==> config.mk <==
export PLATFORM = sky130hd
export DESIGN_NAME = mod_count_monitor_flat
export DESIGN_NICKNAME = d
export VERILOG_FILES = /design/src/rtl/mod_count_monitor_if.sv /design/src/rtl/mod_count_monitor.sv /design/src/flat_wrapper.sv
export SDC_FILE = /design/constraint.sdc
export NUM_CORES = 1
export LEC_CHECK = 0
export BUFFER_PORTS_ARGS = -buffer_cell sky130_fd_sc_hd__buf_2
export CORE_MARGIN = 3
export CORE_UTILIZATION = 59
export DETAILED_ROUTE_END_ITERATION = 8
export PLACE_DENSITY = 0.81
export SYNTH_ARGS = -nofsm -noshare
export SYNTH_HDL_FRONTEND = slang
export SYNTH_SLANG_ARGS = --single-unit
==> constraint.sdc <==
create_clock -name clk -period 3.65 [get_ports clk]
set_input_delay 0.73 -clock clk [delete_from_list [all_inputs] [get_ports clk]]
set_output_delay 0.73 -clock clk [all_outputs]
set_load 0.01 [all_outputs]
==> src/rtl/mod_count_monitor_if.sv <==
// Sample/status bundle between an observed counter's tap point and
// the modulo-counter sequence monitor.
interface mod_count_monitor_if #(
   parameter int W = 4
);
   logic         clr;
   logic [W-1:0] cnt_in;
   logic         cnt_vld;
   logic         locked;
   logic         dir;
   logic [W-1:0] lo;
   logic [W-1:0] hi;
   logic [W:0]   modulus;
   logic         wrap_pulse;
   logic         err_pulse;
   logic [7:0]   err_cnt;

   modport master (
      output clr,
      output cnt_in,
      output cnt_vld,
      input  locked,
      input  dir,
      input  lo,
      input  hi,
      input  modulus,
      input  wrap_pulse,
      input  err_pulse,
      input  err_cnt
   );

   modport slave (
      input  clr,
      input  cnt_in,
      input  cnt_vld,
      output locked,
      output dir,
      output lo,
      output hi,
      output modulus,
      output wrap_pulse,
      output err_pulse,
      output err_cnt
   );
endinterface

==> src/rtl/mod_count_monitor.sv <==
// Infers direction and [lo,hi] of a modulo-N counter stream, locks
// after LOCK_WRAPS consistent wraps, then flags out-of-sequence values.
module mod_count_monitor #(
   parameter int W          = 4,
   parameter int LOCK_WRAPS = 2
) (
   input logic                clk,
   input logic                rst,
   mod_count_monitor_if.slave bus
);
   localparam logic [W-1:0] ONE   = W'(1);
   localparam logic [W:0]   ONE_X = (W+1)'(1);
   localparam logic [3:0]   LW    = 4'(LOCK_WRAPS);

   typedef enum logic [2:0] {
      S_IDLE,
      S_DIR,
      S_TRACK,
      S_VERIFY,
      S_LOCKED
   } state_t;

   state_t       r_state, w_state_nx;
   logic [W-1:0] r_prev, w_prev_nx;
   logic         r_tdir, w_tdir_nx;
   logic         r_dir, w_dir_nx;
   logic [W-1:0] r_lo, w_lo_nx;
   logic [W-1:0] r_hi, w_hi_nx;
   logic [W:0]   r_mod, w_mod_nx;
   logic [3:0]   r_wraps, w_wraps_nx;
   logic         r_locked, w_locked_nx;
   logic         r_wrap_p, w_wrap_p_nx;
   logic         r_err_p, w_err_p_nx;
   logic [7:0]   r_err_cnt, w_err_cnt_nx;

   logic [W:0]   w_new, w_prv;
   logic         w_up_step, w_dn_step;
   logic         w_up_wrap, w_dn_wrap;
   logic         w_step, w_wrap;
   logic [W-1:0] w_cap_lo, w_cap_hi;
   logic [W:0]   w_cap_mod;
   logic         w_at_end;
   logic [W-1:0] w_expect;
   logic         w_match;
   logic [3:0]   w_wraps_inc;
   logic [7:0]   w_err_sat;

   // Step/wrap tests are done one bit wider so nothing aliases mod 2^W
   assign w_new     = {1'b0, bus.cnt_in};
   assign w_prv     = {1'b0, r_prev};
   assign w_up_step = (w_new == w_prv + ONE_X);
   assign w_dn_step = (|r_prev) && (w_new == w_prv - ONE_X);
   assign w_up_wrap = (w_new < w_prv);
   assign w_dn_wrap = (w_new > w_prv);
   assign w_step    = r_tdir ? w_dn_step : w_up_step;
   assign w_wrap    = r_tdir ? w_dn_wrap : w_up_wrap;

   assign w_cap_lo  = r_tdir ? r_prev : bus.cnt_in;
   assign w_cap_hi  = r_tdir ? bus.cnt_in : r_prev;
   assign w_cap_mod = {1'b0, w_cap_hi} - {1'b0, w_cap_lo} + ONE_X;

   assign w_at_end  = r_dir ? (r_prev == r_lo) : (r_prev == r_hi);
   assign w_expect  = r_dir ? (w_at_end ? r_hi : r_prev - ONE)
                            : (w_at_end ? r_lo : r_prev + ONE);
   assign w_match   = (bus.cnt_in == w_expect);

   assign w_wraps_inc = r_wraps + 4'd1;
   assign w_err_sat   = (r_err_cnt == 8'hFF) ? r_err_cnt
                                             : r_err_cnt + 8'd1;

   always_comb begin
      w_state_nx   = r_state;
      w_prev_nx    = r_prev;
      w_tdir_nx    = r_tdir;
      w_dir_nx     = r_dir;
      w_lo_nx      = r_lo;
      w_hi_nx      = r_hi;
      w_mod_nx     = r_mod;
      w_wraps_nx   = r_wraps;
      w_locked_nx  = r_locked;
      w_wrap_p_nx  = 1'b0;
      w_err_p_nx   = 1'b0;
      w_err_cnt_nx = r_err_cnt;
      if (bus.clr) begin
         w_state_nx   = S_IDLE;
         w_prev_nx    = '0;
         w_tdir_nx    = 1'b0;
         w_dir_nx     = 1'b0;
         w_lo_nx      = '0;
         w_hi_nx      = '0;
         w_mod_nx     = '0;
         w_wraps_nx   = '0;
         w_locked_nx  = 1'b0;
         w_err_cnt_nx = '0;
      end else if (bus.cnt_vld) begin
         w_prev_nx = bus.cnt_in;
         unique case (r_state)
            S_IDLE: begin
               w_state_nx = S_DIR;
            end
            S_DIR: begin
               if (w_up_step) begin
                  w_tdir_nx  = 1'b0;
                  w_state_nx = S_TRACK;
               end else if (w_dn_step) begin
                  w_tdir_nx  = 1'b1;
                  w_state_nx = S_TRACK;
               end
            end
            S_TRACK: begin
               if (w_step) begin
                  w_state_nx = S_TRACK;
               end else if (w_wrap) begin
                  w_dir_nx    = r_tdir;
                  w_lo_nx     = w_cap_lo;
                  w_hi_nx     = w_cap_hi;
                  w_mod_nx    = w_cap_mod;
                  w_wraps_nx  = 4'd1;
                  w_wrap_p_nx = 1'b1;
                  if (LW == 4'd1) begin
                     w_locked_nx = 1'b1;
                     w_state_nx  = S_LOCKED;
                  end else begin
                     w_state_nx  = S_VERIFY;
                  end
               end else begin
                  w_state_nx = S_DIR;
               end
            end
            S_VERIFY: begin
               if (!w_match) begin
                  w_state_nx = S_DIR;
               end else if (w_at_end) begin
                  w_wrap_p_nx = 1'b1;
                  w_wraps_nx  = w_wraps_inc;
                  if (w_wraps_inc == LW) begin
                     w_locked_nx = 1'b1;
                     w_state_nx  = S_LOCKED;
                  end
               end
            end
            S_LOCKED: begin
               if (!w_match) begin
                  w_err_p_nx   = 1'b1;
                  w_err_cnt_nx = w_err_sat;
                  w_locked_nx  = 1'b0;
                  w_state_nx   = S_DIR;
               end else if (w_at_end) begin
                  w_wrap_p_nx = 1'b1;
               end
            end
            default: begin
               w_state_nx = S_IDLE;
            end
         endcase
      end
   end

   always_ff @(posedge clk or posedge rst) begin
      if (rst) begin
         r_state   <= S_IDLE;
         r_prev    <= '0;
         r_tdir    <= 1'b0;
         r_dir     <= 1'b0;
         r_lo      <= '0;
         r_hi      <= '0;
         r_mod     <= '0;
         r_wraps   <= '0;
         r_locked  <= 1'b0;
         r_wrap_p  <= 1'b0;
         r_err_p   <= 1'b0;
         r_err_cnt <= '0;
      end else begin
         r_state   <= w_state_nx;
         r_prev    <= w_prev_nx;
         r_tdir    <= w_tdir_nx;
         r_dir     <= w_dir_nx;
         r_lo      <= w_lo_nx;
         r_hi      <= w_hi_nx;
         r_mod     <= w_mod_nx;
         r_wraps   <= w_wraps_nx;
         r_locked  <= w_locked_nx;
         r_wrap_p  <= w_wrap_p_nx;
         r_err_p   <= w_err_p_nx;
         r_err_cnt <= w_err_cnt_nx;
      end
   end

   assign bus.locked     = r_locked;
   assign bus.dir        = r_dir;
   assign bus.lo         = r_lo;
   assign bus.hi         = r_hi;
   assign bus.modulus    = r_mod;
   assign bus.wrap_pulse = r_wrap_p;
   assign bus.err_pulse  = r_err_p;
   assign bus.err_cnt    = r_err_cnt;
endmodule

==> src/flat_wrapper.sv <==
// flat-port wrapper written by rule: the top's interface ports become plain ports
module mod_count_monitor_flat 
#(
   parameter int W          = 4,
   parameter int LOCK_WRAPS = 2
)
  (clk, rst, bus_clr, bus_cnt_in, bus_cnt_vld, bus_locked, bus_dir, bus_lo, bus_hi, bus_modulus, bus_wrap_pulse, bus_err_pulse, bus_err_cnt);
  mod_count_monitor_if #(.W(W)) bus_i ();
  input logic clk;
  input logic rst;
  input wire logic [$bits(bus_i.clr)-1:0] bus_clr;
  input wire logic [$bits(bus_i.cnt_in)-1:0] bus_cnt_in;
  input wire logic [$bits(bus_i.cnt_vld)-1:0] bus_cnt_vld;
  output wire logic [$bits(bus_i.locked)-1:0] bus_locked;
  output wire logic [$bits(bus_i.dir)-1:0] bus_dir;
  output wire logic [$bits(bus_i.lo)-1:0] bus_lo;
  output wire logic [$bits(bus_i.hi)-1:0] bus_hi;
  output wire logic [$bits(bus_i.modulus)-1:0] bus_modulus;
  output wire logic [$bits(bus_i.wrap_pulse)-1:0] bus_wrap_pulse;
  output wire logic [$bits(bus_i.err_pulse)-1:0] bus_err_pulse;
  output wire logic [$bits(bus_i.err_cnt)-1:0] bus_err_cnt;
  assign bus_i.clr = bus_clr;
  assign bus_i.cnt_in = bus_cnt_in;
  assign bus_i.cnt_vld = bus_cnt_vld;
  assign bus_locked = bus_i.locked;
  assign bus_dir = bus_i.dir;
  assign bus_lo = bus_i.lo;
  assign bus_hi = bus_i.hi;
  assign bus_modulus = bus_i.modulus;
  assign bus_wrap_pulse = bus_i.wrap_pulse;
  assign bus_err_pulse = bus_i.err_pulse;
  assign bus_err_cnt = bus_i.err_cnt;
  mod_count_monitor #(.W(W), .LOCK_WRAPS(LOCK_WRAPS)) u_core (.clk(clk), .rst(rst), .bus(bus_i));
endmodule
==> flow_metrics.tcl, run 1 <==
set metrics [dict create \
    finished_cell_area_sq_um 3000 \
    netlist_top_cells_area "dfrtp_1, mux2i_1, ha_1, xnor2_1, nor2_1" \
    avgRoutedWirePerCell_um 16.1 \
    rsz0062_at_grt "no" \
    drtAntennaViolNets 0 \
    n_antenna_cell 0 \
    crit_path_start_kind "flop" \
    detailedRoute.firstIterationViolations 253 \
    synthesis.nets 330 \
    routed_via_count 2358 \
    netlist_instances 306 \
    drv.max_cap_violation_count 0 \
    rows 24 \
    worst_ep_required_time_ps 3830 \
    share_of_final_layout_standard_cells_stronger_than_drive_strength_1 0.173 \
    finalCritPeriodShare 0.903 \
    criticalPathCategory "reg -> reg" \
    layout.cells.most_common "dfrtp_1" \
    cts_tree "done" \
    grt_use_total 0.240 \
    fraction_of_synthesis_flops_using_an_asynchronous_set_or_reset_pin 1.00 \
    tightest_slew_ps 1000 \
    synth_ff_type "dfrtp_1" \
    seq_area_frac_synth 0.333 \
    irDropWorstVdd_v 0.000192 \
    grt_start_max_net_pins 40 \
    worstSkewPairLatency_ps 300 \
    fin_tns_setup_ps 0 \
    via_count_of_the_first_global_routing_pass 2174 \
    final_wirelength_um 6160 \
    synth_area_sq_um 2780 \
    synth-edff-count 0 \
    residual_drc 0 \
    drt-pass1-iter-count 4 \
    worstHoldStart "u_core.bus.modulus[0]" \
    synth_seq_cells 37 \
    netlist-cell-type-count 52 \
    area_added_between_synthesis_and_finish_pct 8.06 \
    clk_pin_slew_worst_paths_ps 80 \
    die_area_sq_um 5570 \
    worst-r2r-cell-count 8 \
    max_freq_mhz 303 \
    mostFrequentLayoutCells "dfrtp_1, buf_2, nor2_1" \
    finalWorstPathRequiredPeriod_ps 3300 \
    fin_skew_ps 8.63 \
    drv_slew 0 \
    worst_setup_end_kind "flop" \
    critical_path.reg2reg.endpoint "u_core.bus.err_cnt[0]" \
    cts.htree.levels 2 \
    gp_congestion 0.897 \
    run_status "finished clean" \
    io_buffer_count 32 \
    worst_ep_arrival_time_ps 3470 \
    final-setup-viol-count 0 \
    worst_hold_path.num_cells 2 \
    reg2reg_setup_slack_ps 350 \
    tritoncts_num_sinks 37 \
    hold_violations 0 \
    hpwlAfterDp_um 4360 \
    cts-hold-fix-buffers 0 \
    postSynthAreaPerCell_sq_um 9.08 \
    clock-root-buffer "clkbuf_8" \
    timing.hold.worst.class "reg -> reg" \
    core_region_area_sq_um 4440 \
    die_h_um 74.6 \
    power_density_cells_nw_per_um2 292 \
    area_of_placed_instances_sq_um 2920 \
    utilization 0.676 \
    synthesis.yosys.warnings 0 \
    worst-path-max-fanout 14 \
    p_leak_nw 1.31 \
    io_pins 33 \
    maxSlewHeadroom 0.332 \
    cts_resized 0 \
    initial_core_util 0.625 \
    whs_endpoint "u_core.bus.modulus[0]" \
    postcts_setup_bufs 0 \
    antenna_violations_before_repair 0 \
    synth.top_cell.area_share 0.333 \
    num-nets-final 354 \
    clock_path_buffers 2 \
    fp.dieW_um 74.6 \
    yosys.area.top_type "dfrtp_1" \
    grt_pass1_wl_um 10400 \
    vias_per_cell 6.17 \
    numCtsBuffers 5 \
    grt-ovfl-total 0 \
    worstReg2RegStart "u_core.bus.dir" \
]
[critical path, cell delays in order (launching register included)]
cell and delay [ps]:
dfrtp_1 760, mux2i_1 290, xnor2_1 120, nor4_4 600, nand4b_1 200, o311ai_2 230, and2_4 280, nor3_1 310
mux2_2 370
[how the worst max path moves through the flow]
stage | depth (start not counted) | start | endpoint
CTS | 8 | u_core.bus.dir | u_core.bus.err_cnt[0]
finish | 8 | u_core.bus.dir | u_core.bus.err_cnt[0]
floorplan | 10 | bus_cnt_in[3] | u_core.r_wraps[0]
global route | 8 | u_core.bus.dir | u_core.bus.err_cnt[0]
global placement | 8 | u_core.bus.dir | u_core.bus.err_cnt[0]
detailed placement | 8 | u_core.bus.dir | u_core.bus.err_cnt[0]
[cell usage after synthesis (all sizes together) (5+ instances only)]
master,count
a21oi,16
inv,16
nand2,17
o21ai,17
nor2b,7
dfrtp,37
xor2,6
nand3,10
clkbuf,6
xnor2,14
ha,15
mux2,5
nand2b,5
nor3,5
or3,5
a211oi,10
nor2,31
buf,14
mux2i,27
[layout make-up]
class	count	area (sq um)
clock buffer	7	86.3
fill	359	1440
inverter	16	60.1
multi-input combinational	233	1670
sequential	37	926
tap	52	65.1
timing repair buffer	37	198
[sequential cells by signal, indices dropped and copies added (netlist names)]
register and flops:
u_core.bus.err_cnt 8, u_core.bus.modulus 5, u_core.bus.hi 4, u_core.bus.lo 4
u_core.r_prev 4, u_core.r_wraps 4, u_core.r_state 3, u_core.bus.dir 1
u_core.bus.err_pulse 1, u_core.bus.locked 1, u_core.bus.wrap_pulse 1, u_core.r_tdir 1
[power by group]
group,internal (mW),switching [mW]
Clock,0.150,0.149
Combinational,0.0591,0.0944
Sequential,0.414,0.0118
[layer usage]
metal | global-route usage | vias up | share of wire
met3 | 0.0441 | 10 | 0.043
met5 | 0 | - | 0
li1 | - | 1127 | -
met1 | 0.348 | 1164 | 0.47
met2 | 0.362 | 57 | 0.47
met4 | 0.0850 | 0 | 0.015
[per-stage QoR]
stage	setup slack [ps]	total power, mW	instances	hold WS [ps]
after CTS	387	0.880	382	525
final	354	0.878	382	520
after detailed placement	405	0.585	375	509
after floorplan	853	0.553	306	549
after global routing	106	0.918	382	582
after global placement	425	0.581	375	500
[cell families after synthesis]
family / count (synthesis) / share of synthesized area
muxes: 32 / 0.118
xor gates and xnor gates: 20 / 0.0630
AOI/OAI and AO/OA: 64 / 0.154
and+or+nand+nor: 101 / 0.191
DFF: 37 / 0.333
adders and majority gates: 16 / 0.0747
buffers and inverters: 36 / 0.0666
Power figures use the tool's default switching activity.
==> inputs of run 2 (changes only) <==
--- a/config.mk
+++ b/config.mk
@@ -5,11 +5,13 @@
 export SDC_FILE = /design/constraint.sdc
 export NUM_CORES = 1
 export LEC_CHECK = 0
+export ABC_AREA = 1
 export BUFFER_PORTS_ARGS = -buffer_cell sky130_fd_sc_hd__buf_2
 export CORE_MARGIN = 3
 export CORE_UTILIZATION = 59
 export DETAILED_ROUTE_END_ITERATION = 8
-export PLACE_DENSITY = 0.81
+export PLACE_DENSITY = 0.8
 export SYNTH_ARGS = -nofsm -noshare
 export SYNTH_HDL_FRONTEND = slang
 export SYNTH_SLANG_ARGS = --single-unit
+export TNS_END_PERCENT = 20
==> constraint.sdc (replaced) <==
create_clock -name clk -period 3.65 [get_ports clk]
set_input_delay 0.1825 -clock clk [delete_from_list [all_inputs] [get_ports clk]]
set_output_delay 0.1825 -clock clk [all_outputs]
set_load 0.01 [all_outputs]
==> run 2 against run 1 <==
- the run now ends with negative hold slack left
- first-iteration DRC count down 6.3%
- register-to-register slack better by 450 ps
- worst hold slack worse by 530 ps
- routed wire length up 13%
- design area up 7.1%
- flip-flop and latch count unchanged
- die area up 6.7%
==> flow_metrics.tcl, run 2 <==
set metrics [dict create \
    run_status "finished with violations" \
    failed_checks "negative hold slack" \
    area_added_between_synthesis_and_finish_pct 7.85 \
    n_antenna_cell 0 \
    num-nets-final 454 \
    timing.critical_path.max_delay_family "simple AND/OR/NAND/NOR gates" \
    irDropWorstVdd_v 0.000423 \
    core_region_area_sq_um 4820 \
    power_density_cells_nw_per_um2 446 \
    share_of_final_layout_standard_cells_stronger_than_drive_strength_1 0.212 \
    worstReg2RegStart "u_core.bus.dir" \
    antenna_violations_before_repair 0 \
    synth_ff_type "dfrtp_1" \
    clock_path_buffers 2 \
    crit_path_start_kind "flop" \
    synth_area_sq_um 2980 \
    finalWorstPathRequiredPeriod_ps 2850 \
    clk_pin_slew_worst_paths_ps 70 \
    finalCritPeriodShare 0.780 \
    netlist-cell-type-count 38 \
    io_buffer_count 32 \
    hpwlAfterDp_um 5300 \
    netlist_top_cells_area "dfrtp_1, nand2_1, nand3_1, ha_1, inv_1" \
    timing.hold.worst.class "in -> async" \
    postcts_setup_bufs 0 \
    drv_slew 0 \
    cts_tree "done" \
    drv.max_cap_violation_count 0 \
    clock-root-buffer "clkbuf_8" \
    grt-ovfl-total 0 \
    max_freq_mhz 351 \
    seq_area_frac_synth 0.311 \
    largest_register_ffs 8 \
    finalHoldWorstSlack_ps -8.92 \
    fin_cells 497 \
    cts-hold-fix-buffers 0 \
    netlist_instances 402 \
    grt_start_max_net_pins 38 \
    fin_skew_ps 3.33 \
    synth_seq_cells 37 \
    tightest_slew_ps 539 \
    fin_tns_setup_ps 0 \
    avgRoutedWirePerCell_um 14.0 \
    io_pins 33 \
    worstSetupStartpoint "u_core.bus.dir" \
    synthesis.nets 426 \
    fp.dieW_um 77.1 \
    via_count_of_the_first_global_routing_pass 2709 \
    initial_core_util 0.619 \
    crit_path_frequent_cell "nand2_1" \
    drtAntennaViolNets 0 \
    detailedRoute.firstIterationViolations 237 \
    worstSkewPairLatency_ps 290 \
    worst_ep_required_time_ps 3830 \
    criticalPathCategory "reg -> reg" \
    drt-pass1-iter-count 5 \
    synth.top_cell.area_share 0.311 \
    maxSlewHeadroom 0.641 \
    crit_slowest_cell "dfrtp_1" \
    cts.htree.levels 2 \
    grt_pass1_wl_um 12500 \
    synth-edff-count 0 \
    layout.cells.most_common "nand2_1" \
    hold_violations 19 \
    routed_via_count 2748 \
    synthesis.yosys.warnings 0 \
    rows 25 \
    reg2reg_setup_slack_ps 800 \
    fraction_of_synthesis_flops_using_an_asynchronous_set_or_reset_pin 1.00 \
    worst-path-max-fanout 16 \
    numCtsBuffers 5 \
    synthMostInstantiatedCell "nand2_1" \
    die_h_um 77.1 \
    yosys.area.top_type "dfrtp_1" \
    vias_per_cell 5.53 \
    mostFrequentLayoutCells "nand2_1, inv_1, nand3_1" \
    place_inst 490 \
    grt_use_total 0.260 \
    die_area_sq_um 5940 \
    p_leak_nw 1.68 \
    gp_congestion 0.922 \
    critical_path.n_buffers_inverters 1 \
    residual_drc 0 \
    final-setup-viol-count 0 \
    synth_top_cells_by_count "nand2_1, inv_1, nand3_1" \
    worst_setup_end_kind "flop" \
    timing.critical_path.slowest_cell_delay_ps 660 \
    rsz0062_at_grt "no" \
    cts_resized 0 \
    final_wirelength_um 6960 \
    postSynthAreaPerCell_sq_um 7.42 \
    timing.critical_path.cells "inv_2, nand2_1, nand2_1, nand2_1, nand2_1, nor2_4, nand2_2, nand2_1, nand2_1, nand2_1, nand3_2, nand2_4, nor2_8, nand3_2, nand3_4, nand2_1, o21ai_2" \
    worst_ep_arrival_time_ps 3030 \
    tritoncts_num_sinks 37 \
]
[run 2: tightest hold or removal path, delay by kind of cell]
kind,cells,cell delay [ps]
buffers and inverters,3,540
[run 2: final timing paths]
path	end	cells after the start
max	u_core.bus.err_cnt[1]	17
min	u_core.bus.modulus[3]	3
max reg2reg	u_core.bus.err_cnt[1]	17
min reg2reg	u_core.bus.modulus[3]	2
max in group asynchronous	u_core.r_wraps[0]	3
min in group clk	u_core.bus.err_pulse	2
[run 2: report_power, final]
part	total, mW	internal (mW)	switching [mW]
registers	0.515	0.450	0.0645
clock network	0.292	0.150	0.142
logic	0.628	0.224	0.404
total	1.43	0.824	0.610
[run 2: area by class of cell]
type | instances | area (sq um)
fill | 447 | 1600
clock buffer | 7 | 86.3
tap | 67 | 83.8
inverter | 53 | 199
timing repair buffer | 33 | 168
sequential | 37 | 926
multi-input combinational | 300 | 1750
[run 2: cells by family (layout without fill, tap and decap cells)]
family / Yosys count / in the layout / synth area share
xor gates and xnor gates: 13 / 13 / 0.0382
adders and majority gates: 16 / 16 / 0.0697
DFF: 37 / 37 / 0.311
AOI/OAI and AO/OA: 53 / 53 / 0.106
and+or+nand+nor: 218 / 218 / 0.374
buffers and inverters: 65 / 93 / 0.102
[run 2: metal layers]
metal / GRT usage / vias up / wire length [um] / share of wire
met4: 0.0872 / 0 / 120 / 0.017
met1: 0.350 / 1258 / 3080 / 0.44
met2: 0.414 / 125 / 3150 / 0.45
met5: 0 / - / 0 / 0
met3: 0.0563 / 13 / 608 / 0.087
li1: - / 1352 / - / -
[run 2: stage by stage]
stage | area (sq um) | worst slack [ps] | hold WS [ps] | power (mW) | util
after global placement | 3130 | 843 | 318 | 1.13 | 0.650
after detailed placement | 3130 | 821 | 319 | 1.14 | 0.650
after global routing | 3220 | 424 | 27.8 | 1.56 | 0.668
final | 3220 | 802 | -8.92 | 1.43 | 0.668
after floorplan | 2980 | 1340 | 342 | 1.02 | -
after CTS | 3220 | 816 | 6.95 | 1.44 | 0.668
==> inputs of run 3 (changes only) <==
--- a/config.mk
+++ b/config.mk
@@ -5,12 +5,12 @@
 export SDC_FILE = /design/constraint.sdc
 export NUM_CORES = 1
 export LEC_CHECK = 0
-export ABC_AREA = 1
+export ABC_AREA = 0
 export BUFFER_PORTS_ARGS = -buffer_cell sky130_fd_sc_hd__buf_2
 export CORE_MARGIN = 3
-export CORE_UTILIZATION = 59
+export CORE_UTILIZATION = 53
 export DETAILED_ROUTE_END_ITERATION = 8
-export PLACE_DENSITY = 0.8
+export PLACE_DENSITY = 0.76
 export SYNTH_ARGS = -nofsm -noshare
 export SYNTH_HDL_FRONTEND = slang
 export SYNTH_SLANG_ARGS = --single-unit
==> constraint.sdc (replaced) <==
create_clock -name clk -period 2.54 [get_ports clk]
set_input_delay 0.127 -clock clk [delete_from_list [all_inputs] [get_ports clk]]
set_output_delay 0.127 -clock clk [all_outputs]
set_load 0.01 [all_outputs]
==> run 3 against run 2 <==
- fmax up 12%
- worst hold slack worse by 4.2 ps
- the flow finishes with violations (negative hold slack, negative setup slack)
- routed wire length is 1.7% lower
- total power is 0.86% lower
- non-clock buffer count rose by 33
- critical path depth is 8 lower
- register-to-register slack lost 810 ps
- critical endpoint is now u_core.bus.err_cnt[6]
- largest power group is now registers
==> flow_metrics.tcl, run 3 (synthesis gave the netlist of run 1 again) <==
set metrics [dict create \
    drtAntennaViolNets 0 \
    io_buffer_count 32 \
    initial_core_util 0.569 \
    worst_setup_path_endpoint "u_core.bus.err_cnt[6]" \
    maxSlewHeadroom 0.440 \
    fin_skew_ps 6.18 \
    criticalPathCategory "reg -> reg" \
    irDropWorstVdd_v 0.000271 \
    finalHoldWorstSlack_ps -13.1 \
    finalWorstPathRequiredPeriod_ps 2550 \
    die_area_sq_um 6150 \
    residual_drc 0 \
    routed_via_count 2506 \
    run_status "finished with violations" \
    cts_tree "done" \
    rsz0062_at_grt "yes" \
    area_added_between_synthesis_and_finish_pct 23.1 \
    fin_tns_setup_ps -25.9 \
    share_of_final_layout_standard_cells_stronger_than_drive_strength_1 0.294 \
    failed_checks "negative hold slack, negative setup slack" \
    grt-ovfl-total 0 \
    worstSetupStartpoint "u_core.bus.dir" \
    rows 25 \
    gp_congestion 0.853 \
    timing.hold.worst.class "in -> async" \
    vias_per_cell 5.87 \
    final_wirelength_um 6840 \
    tritoncts_num_sinks 37 \
    hold_violations 21 \
    clock-root-buffer "clkbuf_8" \
    critical_path.reg2reg.endpoint "u_core.bus.err_cnt[6]" \
    via_count_of_the_first_global_routing_pass 2270 \
    report.power.total_mw 1.42 \
    numCtsBuffers 5 \
    worst_ep_arrival_time_ps 2740 \
    grt_pass1_wl_um 10900 \
    layout.cells.most_common "dfrtp_1" \
    power_density_cells_nw_per_um2 416 \
    max_freq_mhz 392 \
    drv_slew 0 \
    io_pins 33 \
    p_leak_nw 1.51 \
    final_layout_fill_cell_count 371 \
    worst-r2r-cell-count 9 \
    worst_setup_end_kind "flop" \
    n_antenna_cell 0 \
    reg2reg_setup_slack_ps -10 \
    num-nets-final 383 \
    die_h_um 78.4 \
    fin_ws_ps -13.0 \
    avgRoutedWirePerCell_um 16.0 \
    tightest_slew_ps 840 \
    fp.dieW_um 78.4 \
    clk_pin_slew_worst_paths_ps 80 \
    finalCritPeriodShare 1.01 \
    drv.max_cap_violation_count 0 \
    hpwlAfterDp_um 4770 \
    drt-pass1-iter-count 6 \
    utilization 0.701 \
    largest_register_ffs 8 \
    detailedRoute.firstIterationViolations 204 \
    crit_path_start_kind "flop" \
    core_region_area_sq_um 4880 \
    worst-path-max-fanout 7 \
    grt_start_max_net_pins 34 \
    grt_use_total 0.224 \
    mostFrequentLayoutCells "dfrtp_1, buf_2, nor2_1" \
    worst_ep_required_time_ps 2730 \
    antenna_violations_before_repair 0 \
    final-setup-viol-count 3 \
    cts.htree.levels 2 \
    worstReg2RegStart "u_core.bus.dir" \
    worstSkewPairLatency_ps 290 \
    clock_path_buffers 2 \
]
run 3: cell count changes in the layout (fill, tap and decap cells not counted), moves of 13 or more:
cell	delta
mux2i_1	+25
inv_1	-33
buf_4	+28
nand2_1	-88
nand3_1	-29
o21ai_1	-13
run 3: final cells by class:
class                      count  area (sq um)  area share
multi-input combinational    233          1800       0.527
sequential                    37           928       0.271
timing repair buffer          66           434       0.127
tap                           67          83.8      0.0245
clock buffer                   6          72.6      0.0212
inverter                      16          60.1      0.0176
clock inverter                 2          38.8      0.0113
run 3: repair_timing:
item                       4_1_cts  5_1_grt
pin swaps                        0        9
hold buffers                     0        0
setup buffers                    0        6
setup endpoints to repair        4       27
resized for setup                1       31
run 3: worst min-delay path by stage:
stage	start	end	slack (ps)
6_report	rst	u_core.bus.err_cnt[6]	-10
4_1_cts	rst	u_core.bus.modulus[3]	20
5_1_grt	rst	u_core.bus.modulus[1]	50
2_1_floorplan	bus_cnt_in[0]	u_core.r_prev[0]	280
3_3_place_gp	rst	u_core.bus.modulus[1]	340
3_5_place_dp	rst	u_core.bus.modulus[3]	340
run 3: through the flow:
| step | instance area [sq um] | hold WS (ps) | std cells | setup WS (ps) |
|---|---|---|---|---|
| 2_1_floorplan | 2790 | 283 | 306 | -92.8 |
| 3_3_place_gp | 3110 | 337 | 413 | 24.7 |
| 3_5_place_dp | 3110 | 345 | 413 | -36.0 |
| 4_1_cts | 3230 | 17.5 | 421 | 10.6 |
| 5_1_grt | 3420 | 48.6 | 427 | -96.5 |
| 6_report | 3420 | -13.1 | 427 | -13.0 |
run 3: routing by layer:
metal | global-route usage | wire length, um | part of all wire | vias to the layer above
met5 | 0 | 0 | 0 | -
met4 | 0.0717 | 110 | 0.016 | 0
met3 | 0.0401 | 337 | 0.049 | 12
met2 | 0.343 | 3180 | 0.46 | 77
met1 | 0.322 | 3210 | 0.47 | 1221
li1 | - | - | - | 1196
run 3: worst max-delay path, stage by stage, from the launching register on:
cell and delay (ps):
dfrtp_2 470, buf_6 150, mux2i_4 180, xnor2_2 160
nor4_4 360, mux2i_1 130, o211a_2 180, and2_4 210
nor4_4 280, mux2_4 320
run 3: report_power, final:
part           switching, mW  total (mW)  internal (mW)
combinational          0.166       0.294          0.128
sequential            0.0110       0.606          0.595
clock                  0.227       0.522          0.295
